`src/rtl/bp_pkg.sv`:
```
// Shared definitions for the branch-predictor pattern history table:
// counter state names, default geometry and the saturation-limit helper.
package bp_pkg;

  localparam logic [1:0] SNT = 2'd0;
  localparam logic [1:0] WNT = 2'd1;
  localparam logic [1:0] WT  = 2'd2;
  localparam logic [1:0] ST  = 2'd3;

  localparam int DEF_INDEX_W = 4;
  localparam int DEF_CNT_W   = 2;

  // True when a counter of width cnt_w cannot move further in the taken/not-taken direction.
  function automatic logic cnt_at_limit(input int unsigned cnt, input int unsigned cnt_w,
                                        input logic taken);
    int unsigned max_v;
    max_v = (32'd1 << cnt_w) - 32'd1;
    if (taken) begin
      return (cnt == max_v);
    end else begin
      return (cnt == 32'd0);
    end
  endfunction

endpackage

```
`src/rtl/bp_sat_cnt_next.sv`:
```
// Combinational next-state for one CNT_W-bit saturating counter; also reports
// whether the requested move was blocked by a saturation limit.
module bp_sat_cnt_next
  import bp_pkg::*;
#(
  parameter int CNT_W = DEF_CNT_W
) (
  input  logic [CNT_W-1:0] cnt,
  input  logic             taken,
  output logic [CNT_W-1:0] cnt_next,
  output logic             sat
);

  // Step the counter toward the resolved direction, holding at either end.
  always_comb begin
    sat      = cnt_at_limit(32'(cnt), 32'(CNT_W), taken);
    cnt_next = cnt;
    if (sat) begin
      cnt_next = cnt;
    end else if (taken) begin
      cnt_next = cnt + CNT_W'(1'b1);
    end else begin
      cnt_next = cnt - CNT_W'(1'b1);
    end
  end

endmodule

```
`src/rtl/bp_pht_table.sv`:
```
// Pattern history table: 2^INDEX_W saturating counters, combinational read,
// synchronous update. Define BP_PHT_BYPASS_EN for same-cycle read-after-update bypass.
module bp_pht_table
  import bp_pkg::*;
#(
  parameter int INDEX_W  = DEF_INDEX_W,
  parameter int CNT_W    = DEF_CNT_W,
  parameter int INIT_VAL = 1
) (
  input  logic               i_clk,
  input  logic               i_rst_n,
  input  logic               i_clr,
  input  logic [INDEX_W-1:0] i_rd_idx,
  output logic [CNT_W-1:0]   o_rd_cnt,
  output logic               o_pred_taken,
  input  logic               i_upd_en,
  input  logic [INDEX_W-1:0] i_upd_idx,
  input  logic               i_upd_taken,
  output logic               o_upd_sat
);

  localparam int               DEPTH    = 1 << INDEX_W;
  localparam logic [CNT_W-1:0] INIT_CNT = CNT_W'(INIT_VAL);

  logic [CNT_W-1:0] table_r [DEPTH];
  logic             upd_sat_r;

  logic [CNT_W-1:0] upd_cur_s;
  logic [CNT_W-1:0] upd_next_s;
  logic             upd_sat_s;
  logic [CNT_W-1:0] stored_rd_s;
  logic [CNT_W-1:0] rd_cnt_s;

  assign upd_cur_s   = table_r[i_upd_idx];
  assign stored_rd_s = table_r[i_rd_idx];

  bp_sat_cnt_next #(
    .CNT_W (CNT_W)
  ) u_upd_next (
    .cnt      (upd_cur_s),
    .taken    (i_upd_taken),
    .cnt_next (upd_next_s),
    .sat      (upd_sat_s)
  );

  // Table and saturation flag; reset beats clear beats update.
  always_ff @(posedge i_clk) begin
    if (!i_rst_n || i_clr) begin
      for (int i = 0; i < DEPTH; i++) begin
        table_r[i] <= INIT_CNT;
      end
      upd_sat_r <= 1'b0;
    end else begin
      if (i_upd_en) begin
        table_r[i_upd_idx] <= upd_next_s;
      end
      upd_sat_r <= i_upd_en & upd_sat_s;
    end
  end

`ifdef BP_PHT_BYPASS_EN
  logic [CNT_W-1:0] byp_next_s;
  logic             byp_sat_s;
  logic             byp_hit_s;

  bp_sat_cnt_next #(
    .CNT_W (CNT_W)
  ) u_byp_next (
    .cnt      (stored_rd_s),
    .taken    (i_upd_taken),
    .cnt_next (byp_next_s),
    .sat      (byp_sat_s)
  );

  assign byp_hit_s = i_upd_en & ~i_clr & i_rst_n & (i_upd_idx == i_rd_idx);

  // Forward the in-flight update when it targets the entry being read.
  always_comb begin
    rd_cnt_s = stored_rd_s;
    if (byp_hit_s && !byp_sat_s) begin
      rd_cnt_s = byp_next_s;
    end else begin
      rd_cnt_s = stored_rd_s;
    end
  end
`else
  // Read port shows stored state only; updates appear after the edge.
  always_comb begin
    rd_cnt_s = stored_rd_s;
  end
`endif

  assign o_rd_cnt     = rd_cnt_s;
  assign o_pred_taken = rd_cnt_s[CNT_W-1];
  assign o_upd_sat    = upd_sat_r;

endmodule

```
`config.mk`:
```
export PLATFORM = sky130hd
export DESIGN_NAME = bp_pht_table
export DESIGN_NICKNAME = d
export VERILOG_FILES = /design/src/rtl/bp_pkg.sv /design/src/rtl/bp_sat_cnt_next.sv /design/src/rtl/bp_pht_table.sv
export SDC_FILE = /design/constraint.sdc
export NUM_CORES = 1
export LEC_CHECK = 0
export CAP_MARGIN = 20
export CORE_AREA = 8 8 66 68
export DETAILED_ROUTE_END_ITERATION = 7
export DIE_AREA = 0 0 74 76
export GPL_ROUTABILITY_DRIVEN = 0
export GPL_TIMING_DRIVEN = 0
export PLACE_DENSITY_LB_ADDON = 0.12
export SLEW_MARGIN = 15
export SYNTH_ARGS = -nofsm -noshare
export SYNTH_HDL_FRONTEND = slang
export SYNTH_HIERARCHICAL = 1
export SYNTH_SLANG_ARGS = --single-unit
```
`constraint.sdc`:
```
create_clock -name i_clk -period 4.7 [get_ports i_clk]
set_input_delay 0.705 -clock i_clk [delete_from_list [all_inputs] [get_ports i_clk]]
set_output_delay 0.705 -clock i_clk [all_outputs]
set_load 0.05 [all_outputs]
```
==> results of run 1 <==
-- cells by family after synthesis --
kind of cell | count (synthesis) | share of synthesized area, %
adders and majority gates | 2 | 1.58
buffers and inverters | 17 | 5.05
DFF | 33 | 49.5
muxes | 16 | 19.3
and+or+nand+nor | 76 | 18.6
AOI/OAI and AO/OA | 20 | 5.94
-- critical path, delay by kind of cell --
kind	cells	cell delay, ns
AO/OA/AOI/OAI	1	0.23
AND/OR/NAND/NOR	1	0.13
buffers and inverters	3	1.22
multiplexers	1	0.39
-- per-layer routing --
| layer | wire (um) | up-vias | track usage (%) | part of all wire [%] |
|---|---|---|---|---|
| li1 | - | 655 | - | - |
| met1 | 1590 | 682 | 19.2 | 34 |
| met2 | 2380 | 84 | 29.0 | 51 |
| met3 | 482 | 16 | 5.66 | 10 |
| met4 | 170 | 0 | 11.6 | 3.7 |
| met5 | 0 | - | 0 | 0 |
-- power by group through the flow --
stage               registers, mW  logic (mW)  clock network [mW]
floorplan                   0.338      0.0663                   0
global placement            0.338      0.0947                   0
detailed placement          0.339      0.0975                   0
CTS                         0.332      0.0980               0.142
global route                0.333       0.105               0.154
finish                      0.332      0.0983               0.142
-- flip-flops by register name, indices dropped and copies added, names as in the netlist --
signal	cells
o_upd_sat	1
table_r	32
-- stage by stage --
stage          power (mW)  utilization [%]  setup slack, ns  hold WS, ns  instance area [sq um]
2_1_floorplan       0.404                -             1.69        0.851                   1980
4_1_cts             0.572             63.8             1.26        0.914                   2200
3_3_place_gp        0.433             62.5             1.36        0.988                   2150
3_5_place_dp        0.437             62.5             1.26         1.03                   2150
5_1_grt             0.593             63.8             1.23        0.940                   2200
6_report            0.573             63.8             1.32        0.915                   2200
-- worst min path at each step --
stage	from	endpoint	slack, ns	cells past startpoint
2_1_floorplan	i_upd_en	o_upd_sat	0.85	1
3_3_place_gp	table_r[8][0]	o_upd_sat	0.99	6
3_5_place_dp	table_r[8][0]	o_upd_sat	1.03	6
4_1_cts	i_upd_idx[3]	table_r[14][1]	0.91	3
5_1_grt	i_upd_idx[3]	table_r[12][1]	0.94	3
6_report	i_upd_idx[3]	table_r[12][1]	0.92	3
-- cell type report --
type | instances | area (sq um)
fill | 278 | 1240
sequential | 33 | 981
multi-input combinational | 114 | 900
timing repair buffer | 11 | 110
buffer | 13 | 85.1
tap | 48 | 60.1
clock buffer | 6 | 41.3
inverter | 4 | 15.0
clock inverter | 1 | 3.75
-- cell usage in the layout, fill, tap and decap left out, types with 4 or more instances in the layout --
cell,instances
nand2_1,25
o21ai_1,4
mux4_1,6
edfxtp_1,32
mux4_2,10
inv_1,4
nor2b_1,5
clkbuf_1,5
a22oi_1,4
o21ai_0,10
clkdlybuf4s50_1,11
clkbuf_4,5
buf_2,4
nand3_1,10
nor2_1,22
==> impl_metrics.tcl, run 1 <==
set metrics [dict create \
    crit_path_end_kind "output port" \
    die_x_um 74 \
    path_class "input pin to output port" \
    cts_buffers 5 \
    slowest_delay_ns 0.69 \
    dr.pass1.iters 4 \
    r2r_end "table_r[13][0]" \
    synth-main-ff-cell "edfxtp_1" \
    p_leak_nw 0.700 \
    cts_hold_buffers 0 \
    clkPwrFrac_pct 24.8 \
    ir_drop_mv 0.159 \
    grt_pass1_wl_um 7420 \
    cts_tree "built" \
    synth_edf_count 32 \
    grt_max_degree 11 \
    cp-endpoint "o_rd_cnt[1]" \
    wl_um 4620 \
    ys_top_cells_by_count "edfxtp_1 (32), nand2_1 (25), nor2_1 (22)" \
    gr-total-overflow 0 \
    crit_arrival_ns 2.68 \
    dpl.cell_count 223 \
    yosysWarnings 6 \
    antenna_found_initial 0 \
    cts_sinks 33 \
    slew_violations 0 \
    hold_viol 0 \
    area_delta_synth_final_pct 10.9 \
    initial_core_util_pct 57.6 \
    seq_power_share_pct 58.0 \
    yosys-top-cells-area "edfxtp_1 (49%), mux4_2 (11%), mux4_1 (8.0%)" \
    combPwrFrac_pct 17.2 \
    path_cells "clkbuf_1, mux4_2, a22oi_1, nand3_1, buf_4, clkdlybuf4s50_1" \
    cp_slowest_cell "clkdlybuf4s50_1" \
    synth_top_area_share_pct 48.5 \
    antenna_left 0 \
    reg2reg_from "table_r[3][1]" \
    core_sq_um 3440 \
    yosysTopAreaCell "edfxtp_1" \
    drive_gt1_share_pct 15.9 \
    dp_hpwl_um 3490 \
    insertion_delay_ns 0.33 \
    ios 17 \
    crit_path_max_fanout 8 \
    synthCells 164 \
    antenna_cells 0 \
    cp-start-kind "input pin" \
    finalSetupTns_ns 0 \
    setup_viol 0 \
    row_count 22 \
    die_y_um 76 \
    fin_crit_sh_pct 71.9 \
    cp_data_required_time_ns 3.99 \
    post_cts_buffers 0 \
    grtUsageTotal_pct 17.9 \
    clk_path_buf_depth 2 \
    root_buffer "clkbuf_4" \
    netlist_area_sq_um 1980 \
    reg2reg_depth 6 \
    route.detailed.drc 0 \
    fin_crit_ns 3.38 \
    wl_per_cell_um 20.1 \
    syn_avg_cell_area_sq_um 12.1 \
    vias 1437 \
    avgViaCountPerCell 6.25 \
    status "finished clean" \
    synth.distinct_cells 31 \
    startpoint "i_rd_idx[1]" \
    synth_seq_area_share_pct 49.5 \
    ys_ff_latch 33 \
    clock_skew_ns 0.00809 \
    maxCapViolations 0 \
    die_area_sq_um 5620 \
    synth_most_common_cell "edfxtp_1" \
    ctsResizeCount 0 \
    synthArstFlopShare_pct 0 \
    htreeDepth 2 \
    max_freq_ghz 0.296 \
    switching_share_pct 26.3 \
    worstMarginPinSlew_ns 0.656 \
    min_path_type "input pin to flip-flop" \
    grt_pass1_vias 1528 \
    power.density_nw_per_um2 261 \
    syn_nets 178 \
    fin_cells 230 \
    cts.clk_slew.worst_paths_ns 0.08 \
    rsz0062_at_grt "false" \
    nets 196 \
    numPortBuffers 11 \
    slew_headroom_pct 56.2 \
    p_sw_mw 0.151 \
    intPower_mw 0.422 \
    ff2ff_setup_slack_ns 2.34 \
    drt-initial-drc-count 94 \
]
(Power assumes the default switching activity.)
==> inputs of run 2 (changes only) <==
--- a/config.mk
+++ b/config.mk
@@ -6,9 +6,9 @@
 export NUM_CORES = 1
 export LEC_CHECK = 0
 export CAP_MARGIN = 20
-export CORE_AREA = 8 8 66 68
+export CORE_AREA = 8 8 71 73
 export DETAILED_ROUTE_END_ITERATION = 7
-export DIE_AREA = 0 0 74 76
+export DIE_AREA = 0 0 79 81
 export GPL_ROUTABILITY_DRIVEN = 0
 export GPL_TIMING_DRIVEN = 0
 export PLACE_DENSITY_LB_ADDON = 0.12
==> constraint.sdc (replaced) <==
create_clock -name i_clk -period 2.7 [get_ports i_clk]
set_input_delay 0.405 -clock i_clk [delete_from_list [all_inputs] [get_ports i_clk]]
set_output_delay 0.405 -clock i_clk [all_outputs]
set_load 0.05 [all_outputs]
==> impl_metrics.tcl, run 2 (same netlist as run 1, synthesis figures left out) <==
set metrics [dict create \
    route.detailed.drc 0 \
    layout_common_cells "edfxtp_1 (32), nand2_1 (25), nor2_1 (22)" \
    rsz0062_at_grt "false" \
    ios 17 \
    ff2ff_setup_slack_ns 0.33 \
    cp_data_required_time_ns 2.30 \
    p_leak_nw 0.753 \
    cts_tree "built" \
    dr.pass1.iters 5 \
    regMostFlops "table_r" \
    wl_per_cell_um 20.2 \
    setup_viol 0 \
    dp_hpwl_um 3430 \
    min_path_type "input pin to flip-flop" \
    insertion_delay_ns 0.29 \
    clk_path_buf_depth 2 \
    antenna_cells 0 \
    die_area_sq_um 6400 \
    ir_drop_mv 0.232 \
    cts_sinks 33 \
    status "finished clean" \
    wl_um 4720 \
    antenna_left 0 \
    crit_path_max_fanout 2 \
    vias 1433 \
    die_x_um 79 \
    final_core_util_pct 57.4 \
    power.density_nw_per_um2 495 \
    maxCapViolations 0 \
    clock_skew_ns 0.00396 \
    nets 196 \
    core_sq_um 3910 \
    max_freq_ghz 0.398 \
    cp-start-kind "flip-flop" \
    fin_crit_sh_pct 93.1 \
    grtUsageTotal_pct 15.6 \
    worstMarginPinSlew_ns 0.662 \
    avgViaCountPerCell 6.15 \
    finalSetupTns_ns 0 \
    slew_violations 0 \
    fin_total_pwr_mw 1.11 \
    die_y_um 81 \
    row_count 23 \
    cts.clk_slew.worst_paths_ns 0.07 \
    grt_pass1_wl_um 7340 \
    gr-total-overflow 0 \
    post_cts_buffers 0 \
    mostFrequentLayoutCell "edfxtp_1" \
    antenna_found_initial 0 \
    htreeDepth 2 \
    area_delta_synth_final_pct 13.5 \
    path_class "flip-flop to output port" \
    grt_max_degree 12 \
    crit_path_end_kind "output port" \
    initial_core_util_pct 50.6 \
    hold_viol 0 \
    fin_crit_ns 2.51 \
    largest_reg_flops 32 \
    cts_hold_buffers 0 \
    grt_pass1_vias 1430 \
    crit_arrival_ns 2.11 \
    root_buffer "clkbuf_8" \
    drive_gt1_share_pct 17.5 \
    slew_headroom_pct 55.7 \
    drt-initial-drc-count 106 \
    cts_buffers 5 \
    numPortBuffers 11 \
]
==> run 2: where the power goes <==
group | switching (mW) | internal [mW]
clock network | 0.187 | 0.178
registers | 0.00576 | 0.573
logic | 0.102 | 0.0669
total | 0.295 | 0.817
==> run 2: area by class of cell <==
| cell class | instances | area, sq um |
|---|---|---|
| timing repair buffer | 11 | 116 |
| multi-input combinational | 114 | 900 |
| tap | 50 | 62.6 |
| inverter | 4 | 15.0 |
| buffer | 13 | 87.6 |
| fill | 348 | 1670 |
| clock inverter | 3 | 17.5 |
| clock buffer | 5 | 68.8 |
| sequential | 33 | 981 |
==> run 2: routing by layer <==
metal  GRT usage [%]  vias to the layer above  share of wire, %
met5               0                        -                 0
met3            3.97                       10               6.8
met4            7.78                        0               2.2
li1                -                      649                 -
met2            26.6                       62                52
met1            17.9                      712                39
==> run 2: critical path, cell delays in order (launching register included) <==
cell and delay [ns]:
edfxtp_1 0.38, mux4_1 0.56, a22oi_1 0.19, nand3_1 0.13, buf_4 0.14, dlygate4sd2_1 0.41
==> run 2: worst paths after layout <==
path	start	end	depth (start not counted)
hold / removal	i_upd_idx[3]	table_r[13][1]	3
setup / recovery	table_r[5][1]	o_rd_cnt[1]	5
hold reg to reg	table_r[15][0]	o_upd_sat	6
setup reg to reg	table_r[2][1]	table_r[8][0]	6
==> run 2: timing repair <==
| item | 4_1_cts | 5_1_grt |
|---|---|---|
| pin swaps | 0 | 0 |
| endpoints found under the setup margin | 1 | 33 |
| resized for setup | 1 | 4 |
==> run 2: per-stage QoR <==
step / std cells / area, sq um / worst slack, ns / hold slack [ns]
6_report: 233 / 2250 / 0.186 / 0.674
5_1_grt: 233 / 2250 / 0.0525 / 0.699
4_1_cts: 233 / 2240 / 0.00607 / 0.657
3_5_place_dp: 225 / 2150 / -0.247 / 0.962
3_3_place_gp: 225 / 2150 / -0.169 / 0.965
2_1_floorplan: 164 / 1980 / 0.286 / 0.551
==> patch, RTL diff (settings of run 1) <==
Change the package constant `DEF_INDEX_W` from 4 to 3.
--- a/src/rtl/bp_pkg.sv
+++ b/src/rtl/bp_pkg.sv
@@ -7,7 +7,7 @@
   localparam logic [1:0] WT  = 2'd2;
   localparam logic [1:0] ST  = 2'd3;
 
-  localparam int DEF_INDEX_W = 4;
+  localparam int DEF_INDEX_W = 3;
   localparam int DEF_CNT_W   = 2;
 
   // True when a counter of width cnt_w cannot move further in the taken/not-taken direction.
Ports: changed (resized i_rd_idx and i_upd_idx); port bits go from 17 to 15. The function was not compared with the original's and may differ.
==> patch against run 1 <==
Clock power down 46%; area after synthesis down 46%; power down 45%; register-to-register slack better by 0.12 ns; synthesized cell count down 43%; cell area down 41%; first-iteration DRC count down 46%; critical path type unchanged; clock skew down 0.0049 ns; sequential cell count down 16; routed wire length down 44%; setup slack worse by 0.33 ns.
==> patch: results (changes against run 1) <==
Placed design
  • Port Buf Inserts: 14 (was 11)
  • Place WS: 1.00 ns (was 1.26 ns)
  • DP HPWL: 2110 um (was 3490 um)

Cells and area
  • Layout cells sized above 1: 9.82% (was 15.9%)
  • Fraction of area in registers: 38.5% (was 44.7%)
  • NumNets Final: 125 (was 196)
  • Multi-input gate count: 67 (was 114)
  • Non-clock buffer count: 19 (was 24)
  • Max reg flops: 16 (was 32)
  • Multi-input combinational area share: 40.4% (was 41.0%)
  • Nonclk inv count: 5 (was 4)
  • Fill count: 352 (was 278)

Logic synthesis
  • Cells after synthesis: 94 (was 164)
  • Post-synth EDFFs: 16 (was 32)
  • Top cells by area, synth: edfxtp_1 (45%), mux4_1 (15%), nor2_1 (4.2%) (was edfxtp_1 (49%), mux4_2 (11%), mux4_1 (8.0%))
  • #FFs+latches synth: 17 (was 33)
  • Mapped Nets: 106 (was 178)
  • Post-synthesis sequential area ratio: 46.7% (was 49.5%)
  • Commonest cells in the netlist: edfxtp_1 (16), nor2_1 (12), nand2_1 (9) (was edfxtp_1 (32), nand2_1 (25), nor2_1 (22))
  • Synth cell types: 27 (was 31)

Critical path
  • Reg2reg end: table_r[3][0] (was table_r[13][0])
  • Worst flop-to-flop path startpoint: table_r[1][1] (was table_r[3][1])
  • Worst R2R Setup Slack: 2.46 ns (was 2.34 ns)
  • CP arrival: 3.00 ns (was 2.68 ns)
  • Worst-path maximum fanout: 4 (was 8)
  • Reg2Reg Depth: 4 (was 6)

Clock network
  • Number of H-tree levels: 1 (was 2)
  • Number of buffers created by CTS: 3 (was 5)
  • Worst skew pair latency: 0.28 ns (was 0.33 ns)
  • CTS clk-pin slew, worst paths: 0.10 ns (was 0.08 ns)

STA
  • Final Skew: 0.00319 ns (was 0.00809 ns)
  • WHS: 1.05 ns (was 0.915 ns)
  • Slew margin rel.: 66.5% (was 56.2%)
  • Part of the cycle the worst path needs: 78.9% (was 71.9%)

Global routing
  • Grt met3 use: 1.97% (was 5.66%)
  • Met1 Resource Use GR: 11.4% (was 19.2%)
  • GR Util met2: 16.3% (was 29.0%)
  • First-pass GRT wire length: 4260 um (was 7420 um)

Hold path
  • Worst Hold Class: register to register (was primary input to register)
  • Hold Path Stages: 5 (was 3)

Drt
  • Initial drt markers: 51 (was 94)
  • DRT met1 WL: 1110 um (was 1590 um)
  • Vias: 790 (was 1437)
  • Met3 Routed Length: 142 um (was 482 um)

Power and ir drop
  • Maximum vdd ir drop: 0.114 mV (was 0.159 mV)
  • LEAKAGE: 0.446 nW (was 0.700 nW)

Run status
  • Outcome: finished clean (unchanged)
[patch: cell types whose count changed in the layout (fill, tap and decap cells not counted), moves of 6 or more]
cell / before / now
nor2_1: 22 / 12
nand2_1: 25 / 9
nand3_1: 10 / 4
mux4_2: 10 / 0
edfxtp_1: 32 / 16
[patch: logic make-up (layout without fill, tap and decap cells)]
logic type | Yosys count | in the layout | synth area share (%)
simple gates | 42 | 42 | 19.4
flops | 17 | 17 | 46.7
compound gates | 12 | 12 | 6.88
mux | 11 | 11 | 19.7
buf+inv | 10 | 28 | 4.43
fa+ha+maj | 2 | 2 | 2.92
[patch: where the power goes]
group / total (mW) / leakage, nW / internal [mW] / switching [mW]
combinational: 0.0645 / 0.272 / 0.0285 / 0.0360
sequential: 0.172 / 0.158 / 0.170 / 0.00235
clock: 0.0769 / 0.0150 / 0.0329 / 0.0440
[patch: worst min-delay path: stages (launching register included)]
cell	delay [ns]
edfxtp_1	0.36
a31oi_1	0.09
o211ai_1	0.25
nand3_1	0.09
nand2_1	0.07
and3_1	0.16
